[config.mk]
export PLATFORM = sky130hd
export DESIGN_NAME = regfile_write_port
export DESIGN_NICKNAME = d
export VERILOG_FILES = /design/src/rtl/regfile_write_port.sv
export SDC_FILE = /design/constraint.sdc
export NUM_CORES = 1
export LEC_CHECK = 0
export ABC_AREA = 1
export CELL_PAD_IN_SITES_DETAIL_PLACEMENT = 1
export CELL_PAD_IN_SITES_GLOBAL_PLACEMENT = 2
export CORE_AREA = 3 3 431 433
export DETAILED_ROUTE_END_ITERATION = 7
export DIE_AREA = 0 0 434 436
export GPL_TIMING_DRIVEN = 0
export PLACE_DENSITY_LB_ADDON = 0.1
export RECOVER_POWER = 25
export SYNTH_ARGS = -nofsm -noshare
export SYNTH_HDL_FRONTEND = slang
export SYNTH_SLANG_ARGS = --single-unit
[constraint.sdc]
create_clock -name clock -period 4.56 [get_ports clock]
set_input_delay 0.684 -clock clock [delete_from_list [all_inputs] [get_ports clock]]
set_output_delay 0.684 -clock clock [all_outputs]
set_load 0.1 [all_outputs]
[src/rtl/regfile_write_port.sv]
// Write side of a register file: a two-stage accept/commit pipeline into the bank,
// an in-flight write exposed for read-side bypass, and a sequenced bank-clear sweep.
module regfile_write_port #(
    parameter int DATA_WIDTH = 32,
    parameter int ADDR_WIDTH = 5,
    localparam int NUM_REGS  = 2 ** ADDR_WIDTH
) (
    input  logic                           clock,
    input  logic                           reset,
    input  logic                           wr_valid,
    output logic                           wr_ready,
    input  logic [ADDR_WIDTH-1:0]          wr_addr,
    input  logic [DATA_WIDTH-1:0]          wr_data,
    input  logic                           clr_start,
    output logic                           clr_done,
    output logic                           pend_valid,
    output logic [ADDR_WIDTH-1:0]          pend_addr,
    output logic [DATA_WIDTH-1:0]          pend_data,
    output logic [NUM_REGS*DATA_WIDTH-1:0] reg_flat
);

    typedef enum logic {
        IDLE,
        CLEAR
    } state_t;

    state_t                  state;
    state_t                  next_state;
    logic [ADDR_WIDTH-1:0]   clr_idx;
    logic [ADDR_WIDTH-1:0]   next_idx;
    logic                    accept;
    logic                    clearing;

    logic                    vld_p1;
    logic [NUM_REGS-1:0]     onehot_p1;
    logic [ADDR_WIDTH-1:0]   addr_p1;
    logic [DATA_WIDTH-1:0]   data_p1;

    logic [DATA_WIDTH-1:0]   bank [1:NUM_REGS-1];

    // Register 0 never gets an enable, so writes to it are dropped at commit.
    function automatic logic [NUM_REGS-1:0] decode(input logic [ADDR_WIDTH-1:0] addr);
        logic [NUM_REGS-1:0] oh;
        oh       = '0;
        oh[addr] = 1'b1;
        oh[0]    = 1'b0;
        return oh;
    endfunction

    assign accept   = wr_valid && wr_ready;
    assign clearing = (state == CLEAR);

    always_ff @(posedge clock) begin
        if (reset) begin
            state   <= IDLE;
            clr_idx <= '0;
        end else begin
            state   <= next_state;
            clr_idx <= next_idx;
        end
    end

    always_comb begin
        next_state = state;
        next_idx   = clr_idx;
        wr_ready   = 1'b0;
        clr_done   = 1'b0;
        case (state)
            IDLE: begin
                wr_ready = 1'b1;
                if (clr_start) begin
                    next_state = CLEAR;
                    next_idx   = ADDR_WIDTH'(1);
                end
            end
            CLEAR: begin
                next_idx = clr_idx + ADDR_WIDTH'(1);
                if (clr_idx == ADDR_WIDTH'(NUM_REGS - 1)) begin
                    next_state = IDLE;
                    clr_done   = 1'b1;
                end
            end
            default: next_state = IDLE;
        endcase
    end

    // Stage 1: capture the accepted write.
    always_ff @(posedge clock) begin
        if (reset) begin
            vld_p1    <= 1'b0;
            onehot_p1 <= '0;
            addr_p1   <= '0;
            data_p1   <= '0;
        end else begin
            vld_p1 <= accept;
            if (accept) begin
                onehot_p1 <= decode(wr_addr);
                addr_p1   <= wr_addr;
                data_p1   <= wr_data;
            end
        end
    end

    assign pend_valid = vld_p1 && (addr_p1 != '0);
    assign pend_addr  = addr_p1;
    assign pend_data  = data_p1;

    // Stage 2: commit to the bank; the sweep's clear overrides a same-cycle commit.
    always_ff @(posedge clock) begin
        for (int i = 1; i < NUM_REGS; i++) begin
            if (reset) begin
                bank[i] <= '0;
            end else if (clearing && (clr_idx == ADDR_WIDTH'(i))) begin
                bank[i] <= '0;
            end else if (vld_p1 && onehot_p1[i]) begin
                bank[i] <= data_p1;
            end
        end
    end

    always_comb begin
        reg_flat = '0;
        for (int i = 1; i < NUM_REGS; i++) begin
            reg_flat[i*DATA_WIDTH +: DATA_WIDTH] = bank[i];
        end
    end

endmodule

==> metrics.json, run 1 <==
{
  "outcome": "completed",
  "finalCritPeriodShare": 0.947,
  "multiInputGateArea_mm2": 0.00569,
  "delay_of_the_slowest_critical_path_stage_ns": 1.29,
  "hold_path.startpoint": "onehot_p1[8]$_SDFFE_PP0P_",
  "timing.max_cap.violations": 0,
  "tightestPinTransition_ns": 1.35,
  "cts_repair_resized_insts": 0,
  "maxClockFrequency_mhz": 231,
  "crit_path_max_fanout": 5,
  "place.detailed.instances": 6277,
  "cts_inserted_buffers": 134,
  "clk_latency_ns": 0.80,
  "setup_total_negative_slack_ns": 0,
  "wl_per_cell_um": 31.0,
  "critical_path.top_delay_family": "buffers and inverters",
  "netlist.top_cell.by_area": "sky130_fd_sc_hd__edfxtp_1",
  "detail-route-antenna-nets": 0,
  "post-route-min-period_ns": 4.32,
  "final_hpwl_from_detailed_placement_mm": 151,
  "final_max_slew_viol_count": 0,
  "post_cts_buffers": 0,
  "final_util": 0.312,
  "finalSetupViolCount": 0,
  "endpoint_kind": "output port",
  "number_of_instances_in_the_synthesized_netlist": 2759,
  "routed_vias": 27000,
  "grt_most_used_layer": "met2",
  "hp-class": "reg -> reg",
  "worst-path-stages": 7,
  "detailedRoute.firstIterationViolations": 1682,
  "net-switching-power_mw": 8.55,
  "critPathSlowestCell": "sky130_fd_sc_hd__clkdlybuf4s50_1",
  "grt_pass1_vias": 27600,
  "worst_r2r_path_depth": 8,
  "fp-row-count": 157,
  "cts_sinks": 1067,
  "synth.top_cell.area_share": 0.773,
  "antenna_found_initial": 30,
  "final_nets": 4075,
  "cts_clk_pin_slew_worst_paths_ns": 0.06,
  "leakage_power_of_the_design_nw": 19.9,
  "start_kind": "register",
  "globalRouteMet3Util": 0.0587,
  "grt_util_met1": 0.235,
  "final-seq-area_mm2": 0.0313,
  "yosysMostFrequentCell": "sky130_fd_sc_hd__nor2_1",
  "gpl.final_weighted_congestion": 0.778,
  "synth.cell_area_mm2": 0.0385,
  "synth_cell_types": 26,
  "critical_path.cell_chain": "ha_1 > inv_1 > nor2_1 > ha_1 > nand2_1 > inv_1 > clkdlybuf4s50_1",
  "sequential_cell_area_fraction_in_the_yosys_report": 0.812,
  "relSlewSlack": 0.0973,
  "initial_core_util": 0.211,
  "final_cell_count_no_fill": 6542,
  "final_hold_viol_count": 0,
  "dieWidth_um": 434,
  "cts_tree": "built",
  "portBuffers": 1072,
  "timing.setup.critical_path_class": "reg -> out",
  "drive_gt1_frac": 0.0747,
  "htree_levels": 4,
  "post_detailed_route_drc_marker_count": 0,
  "synth.avg_cell_area_um2": 14.0,
  "rsz0062_at_grt": "false",
  "floorplan.io_pins": 1105,
  "netlist_top_cells_count": "1,034 x sky130_fd_sc_hd__nor2_1, 992 x sky130_fd_sc_hd__edfxtp_1, 129 x sky130_fd_sc_hd__nand2_1",
  "finalClockSkew_ns": 0.0310,
  "swShare": 0.325,
  "netlist_top_cells_area": "sky130_fd_sc_hd__edfxtp_1 77%, sky130_fd_sc_hd__nor2_1 10%, sky130_fd_sc_hd__dfxtp_1 3.9%, sky130_fd_sc_hd__buf_4 1.4%, sky130_fd_sc_hd__nand2_1 1.3%",
  "synth_enable_flop_cells": 992,
  "layout.filler_cells": 19600,
  "die_h_um": 436,
  "worstPathArrival_ns": 3.64,
  "crit_buf_inv": 3,
  "power_frac_seq": 0.423,
  "cts-hold-fix-buffers": 0,
  "clock_tree.buffer_depth": 3,
  "dr.pass1.iters": 7,
  "reg_to_reg_end": "bank[0][169]$_SDFFCE_PN0P_",
  "timing.reg2reg.setup_slack_ns": 0.83,
  "critical_path_required_ns": 3.88,
  "worstHoldEndpoint": "onehot_p1[8]$_SDFFE_PP0P_",
  "synthArstFlopShare": 0,
  "grtUsageTotal": 0.210,
  "routed_wirelength_mm": 203,
  "hold-path-cell-count": 2,
  "comb_power_share": 0.175,
  "yosys_register_bits": 1067,
  "grt_first_pass_wirelength_mm": 263,
  "postSynth.topFlopCell": "sky130_fd_sc_hd__edfxtp_1",
  "maximum_number_of_pins_on_one_net_before_global_route_repair": 33,
  "intPower_mw": 17.8,
  "reg2reg_from": "clearing$_SDFF_PP0_",
  "power.density_cell_area_mw_per_mm2": 462,
  "globalRouteMet2Util": 0.362,
  "worst_ir_drop_vdd_uv": 313,
  "cts_root_buf": "sky130_fd_sc_hd__clkbuf_16",
  "yosys_warnings": 0,
  "share_clk_of_total_power": 0.402,
  "grt-ovfl-total": 0,
  "floorplan.core_area_mm2": 0.182,
  "die_area_mm2": 0.189,
  "vias_per_cell": 4.13,
  "syn2layout_area_growth_pct": 48.0
}
==> state kept, by name, indices dropped and copies added (netlist names) <==
signal and count:
onehot_p1 31, vld_p1 1, pend_addr 5, clr_idx 5
clearing 1, bank 992, pend_data 32
==> per-stage QoR <==
step                      setup slack, ns  cell area, um2  hold slack [ns]  power (mW)
final                               0.240           57000            0.466        26.3
after global routing               0.0994           57000            0.480        27.1
after CTS                           0.147           57300            0.435        26.7
after detailed placement            0.766           53100            0.457        16.0
after global placement             -0.852           52400            0.454        16.0
after floorplan                      1.47           38600            0.444        14.4
==> placed cells by master (no fill, tap or decap), types with 10 or more instances in the layout <==
| master | n |
|---|---|
| sky130_fd_sc_hd__a21oi_1 | 71 |
| sky130_fd_sc_hd__buf_12 | 30 |
| sky130_fd_sc_hd__buf_2 | 21 |
| sky130_fd_sc_hd__buf_4 | 43 |
| sky130_fd_sc_hd__bufinv_16 | 10 |
| sky130_fd_sc_hd__clkbuf_1 | 220 |
| sky130_fd_sc_hd__clkbuf_16 | 134 |
| sky130_fd_sc_hd__clkdlybuf4s50_1 | 1071 |
| sky130_fd_sc_hd__clkinv_1 | 30 |
| sky130_fd_sc_hd__clkinv_2 | 19 |
| sky130_fd_sc_hd__conb_1 | 32 |
| sky130_fd_sc_hd__dfxtp_1 | 75 |
| sky130_fd_sc_hd__diode_2 | 20 |
| sky130_fd_sc_hd__edfxtp_1 | 992 |
| sky130_fd_sc_hd__inv_1 | 76 |
| sky130_fd_sc_hd__nand2_1 | 128 |
| sky130_fd_sc_hd__nand3_1 | 39 |
| sky130_fd_sc_hd__nand3_2 | 25 |
| sky130_fd_sc_hd__nor2_1 | 1035 |
| sky130_fd_sc_hd__o21ai_0 | 39 |
==> worst register-to-register path, delay by kind of cell (launching register included) <==
kind	cells	cell delay [ns]
buf+inv	4	1.92
simple gates	4	1.24
flops	1	0.30
==> how the worst max path moves through the flow <==
stage / endpoint / from
finish: clr_done / clr_idx[1]$_SDFFE_PP0P_
CTS: clr_done / clr_idx[1]$_SDFFE_PP0P_
global placement: bank[0][385]$_SDFFCE_PN0P_ / reset
detailed placement: bank[0][547]$_SDFFCE_PN0P_ / reset
global route: clr_done / clr_idx[1]$_SDFFE_PP0P_
floorplan: bank[0][1000]$_SDFFCE_PN0P_ / clr_idx[1]$_SDFFE_PP0P_
==> power by group through the flow <==
stage	clock network, mW	logic [mW]	registers (mW)
final	10.6	4.60	11.1
after global placement	0	4.62	11.4
after detailed placement	0	4.69	11.3
after global routing	11.2	4.71	11.2
after floorplan	0	0.541	13.9
after CTS	10.9	4.69	11.1
==> metal layers <==
layer | wire [um] | vias up
li1 | - | 11900
met1 | 76900 | 13800
met2 | 101000 | 965
met3 | 13500 | 314
met4 | 11100 | 6
met5 | 38 | -
==> cells by family (layout without fill, tap and decap cells) <==
family,count (synthesis),after routing,synth area share
DFF,1067,1067,0.812
other,1,52,0.0000973
buffers and inverters,330,1677,0.0420
and+or+nand+nor,1245,1245,0.129
adders and majority gates,6,6,0.00195
AOI/OAI and AO/OA,110,110,0.0143
==> layout make-up <==
cell class | instances | share of cell area
antenna | 20 | 0.000878
buffer | 253 | 0.0200
clock buffer | 166 | 0.0609
clock inverter | 79 | 0.0132
inverter | 77 | 0.00509
multi-input combinational | 1393 | 0.0998
sequential | 1067 | 0.549
tap | 2385 | 0.0524
timing repair buffer | 1102 | 0.199
No activity file was read; power rests on OpenSTA's default activity.
==> inputs of run 2 (changes only) <==
CORE_AREA = 2 2 430 432   (was 3 3 431 433)
DIE_AREA = 0 0 432 434   (was 0 0 434 436)
==> run 2 against run 1 <==
Compared with the run above: first-iteration DRC count decreased by 7.4%; critical path depth unchanged; clock power shrank 4%; sequential power is essentially flat; power decreased by 1.5%; critical endpoint unchanged; largest cell class unchanged.
==> metrics.json, run 2 (synthesized netlist as in run 1, its figures left out) <==
{
  "post-route-min-period": {"value": 4.09, "unit": "ns", "change": "was 4.32 ns"},
  "floorplan.core_area": {"value": 0.182, "unit": "mm2", "change": "unchanged"},
  "fp-row-count": {"value": 157, "change": "unchanged"},
  "timing.setup.critical_path_class": {"value": "reg -> out", "change": "unchanged"},
  "rsz0062_at_grt": {"value": "false", "change": "unchanged"},
  "final_max_slew_viol_count": {"value": 0, "change": "unchanged"},
  "final_hold_viol_count": {"value": 0, "change": "unchanged"},
  "worst_ir_drop_vdd": {"value": 306, "unit": "uV", "change": "was 313 uV"},
  "drive_gt1_frac": {"value": 0.0710, "change": "was 0.0747"},
  "dr.pass1.iters": {"value": 4, "change": "was 7"},
  "mostFrequentLayoutCells": {"value": "1,071 x sky130_fd_sc_hd__clkdlybuf4s50_1, 1,035 x sky130_fd_sc_hd__nor2_1, 992 x sky130_fd_sc_hd__edfxtp_1", "change": "unchanged"},
  "finalCritPeriodShare": {"value": 0.897, "change": "was 0.947"},
  "final_cell_count_no_fill": {"value": 6524, "change": "was 6,542"},
  "grtUsageTotal": {"value": 0.209, "change": "was 0.210"},
  "largest_register": {"value": "bank", "change": "unchanged"},
  "htree_levels": {"value": 4, "change": "unchanged"},
  "dieWidth": {"value": 432, "unit": "um", "change": "was 434 um"},
  "clk_latency": {"value": 0.80, "unit": "ns", "change": "about the same"},
  "critical_path_required": {"value": 3.88, "unit": "ns", "change": "about the same"},
  "finalSetupViolCount": {"value": 0, "change": "unchanged"},
  "routed_vias": {"value": 26900, "change": "was 27,000"},
  "cts_repair_resized_insts": {"value": 0, "change": "unchanged"},
  "worst_case_hold_slack": {"value": 0.465, "unit": "ns", "change": "was 0.466 ns"},
  "maxClockFrequency": {"value": 244, "unit": "MHz", "change": "was 231 MHz"},
  "crit_path_max_fanout": {"value": 5, "change": "unchanged"},
  "post_layout_inst_area": {"value": 0.0568, "unit": "mm2", "change": "was 0.0570 mm2"},
  "outcome": {"value": "completed", "change": "unchanged"},
  "final_util": {"value": 0.311, "change": "was 0.312"},
  "portBuffers": {"value": 1072, "change": "unchanged"},
  "die_area": {"value": 0.187, "unit": "mm2", "change": "was 0.189 mm2"},
  "timing.final.ws_setup": {"value": 0.468, "unit": "ns", "change": "was 0.240 ns"},
  "syn2layout_area_growth": {"value": 47.5, "unit": "%", "change": "was 48.0%"},
  "final_hpwl_from_detailed_placement": {"value": 150, "unit": "mm", "change": "was 151 mm"},
  "worstPathArrival": {"value": 3.41, "unit": "ns", "change": "was 3.64 ns"},
  "post_detailed_route_drc_marker_count": {"value": 0, "change": "unchanged"},
  "detail-route-antenna-nets": {"value": 0, "change": "unchanged"},
  "start_kind": {"value": "register", "change": "unchanged"},
  "timing.reg2reg.setup_slack": {"value": 0.89, "unit": "ns", "change": "was 0.83 ns"},
  "max_reg_flops": {"value": 992, "change": "unchanged"},
  "leakage_power_of_the_design": {"value": 19.8, "unit": "nW", "change": "was 19.9 nW"},
  "power.density_cell_area": {"value": 456, "unit": "mW/mm2", "change": "was 462 mW/mm2"},
  "post_cts_buffers": {"value": 0, "change": "unchanged"},
  "endpoint_kind": {"value": "output port", "change": "unchanged"},
  "hp-class": {"value": "reg -> reg", "change": "unchanged"},
  "place_ws": {"value": 0.683, "unit": "ns", "change": "was 0.766 ns"},
  "placed_area": {"value": 0.0531, "unit": "mm2", "change": "about the same"},
  "initial_core_util": {"value": 0.211, "change": "unchanged"},
  "grt_pass1_vias": {"value": 27300, "change": "was 27,600"},
  "setup_total_negative_slack": {"value": 0, "unit": "ns", "change": "unchanged"},
  "timing.max_cap.violations": {"value": 0, "change": "unchanged"},
  "cts-hold-fix-buffers": {"value": 0, "change": "unchanged"},
  "cts_tree": {"value": "built", "change": "unchanged"},
  "antenna_found_initial": {"value": 27, "change": "was 30"},
  "clock_tree.buffer_depth": {"value": 3, "change": "unchanged"},
  "finalClockSkew": {"value": 0.0269, "unit": "ns", "change": "was 0.0310 ns"},
  "die_h": {"value": 434, "unit": "um", "change": "was 436 um"},
  "cts_inserted_buffers": {"value": 136, "change": "was 134"},
  "tightestPinTransition": {"value": 1.39, "unit": "ns", "change": "was 1.35 ns"},
  "cts_root_buf": {"value": "sky130_fd_sc_hd__clkbuf_16", "change": "unchanged"},
  "maximum_number_of_pins_on_one_net_before_global_route_repair": {"value": 29, "change": "was 33"},
  "grt_first_pass_wirelength": {"value": 260, "unit": "mm", "change": "was 263 mm"},
  "grt-ovfl-total": {"value": 0, "change": "unchanged"},
  "floorplan.io_pins": {"value": 1105, "change": "unchanged"},
  "cts_clk_pin_slew_worst_paths": {"value": 0.05, "unit": "ns", "change": "was 0.06 ns"},
  "place.detailed.instances": {"value": 6278, "change": "was 6,277"},
  "gpl.final_weighted_congestion": {"value": 0.774, "change": "was 0.778"},
  "detailedRoute.firstIterationViolations": {"value": 1558, "change": "was 1,682"},
  "post-layout-total-power": {"value": 25.9, "unit": "mW", "change": "was 26.3 mW"},
  "vias_per_cell": {"value": 4.12, "change": "was 4.13"},
  "routed_wirelength": {"value": 201, "unit": "mm", "change": "was 203 mm"},
  "most_common_cell_after_layout_fill_and_taps_aside": {"value": "sky130_fd_sc_hd__clkdlybuf4s50_1", "change": "unchanged"},
  "cts_sinks": {"value": 1067, "change": "unchanged"},
  "wl_per_cell": {"value": 30.8, "unit": "um", "change": "was 31.0 um"},
  "final_nets": {"value": 4078, "change": "was 4,075"},
  "relSlewSlack": {"value": 0.0730, "change": "was 0.0973"}
}
## run 2: worst max-delay path: stages (launching register included)
cell	delay, ns
sky130_fd_sc_hd__dfxtp_1	0.41
sky130_fd_sc_hd__ha_1	0.24
sky130_fd_sc_hd__inv_1	0.09
sky130_fd_sc_hd__nor2_1	0.23
sky130_fd_sc_hd__ha_1	0.20
sky130_fd_sc_hd__nand2_1	0.05
sky130_fd_sc_hd__inv_1	0.14
sky130_fd_sc_hd__clkdlybuf4s50_1	1.25
## run 2: layout make-up
cell class	count	area [um2]
Sequential cell	1067	31300
Inverter	77	290
Tap cell	2385	2980
Buffer	253	1130
Fill cell	19600	126000
Antenna cell	14	35.0
Multi-Input combinational cell	1393	5690
Clock buffer	171	3620
Clock inverter	61	423
Timing Repair Buffer	1103	11400
## run 2: layer usage
| layer | GRT usage | part of all wire | up-vias |
|---|---|---|---|
| met1 | 0.234 | 0.38 | 13900 |
| met3 | 0.0585 | 0.064 | 249 |
| met2 | 0.375 | 0.52 | 872 |
| li1 | - | - | 11800 |
| met4 | 0.0788 | 0.038 | 12 |
| met5 | 0 | 0.00043 | - |
## run 2: power by group
| part | switching [mW] | total, mW | internal (mW) | leakage (nW) |
|---|---|---|---|---|
| combinational | 3.88 | 4.60 | 0.718 | 6.96 |
| clock | 4.41 | 10.2 | 5.77 | 1.96 |
| sequential | 0.117 | 11.1 | 11.0 | 10.9 |
| total | 8.41 | 25.9 | 17.5 | 19.8 |
## run 2: worst paths after layout
| path | from | endpoint | cells past startpoint |
|---|---|---|---|
| max reg2reg | clearing$_SDFF_PP0_ | bank[0][286]$_SDFFCE_PN0P_ | 8 |
| min reg2reg | onehot_p1[6]$_SDFFE_PP0P_ | onehot_p1[6]$_SDFFE_PP0P_ | 2 |
| max | clr_idx[1]$_SDFFE_PP0P_ | clr_done | 7 |
| min | onehot_p1[6]$_SDFFE_PP0P_ | onehot_p1[6]$_SDFFE_PP0P_ | 2 |
==> inputs of run 3 (changes only) <==
SETUP_SLACK_MARGIN = 0.05   (was not set)
==> results of run 3 <==
Same layout as run 2: the final DEF is identical, and so are final timing and power.
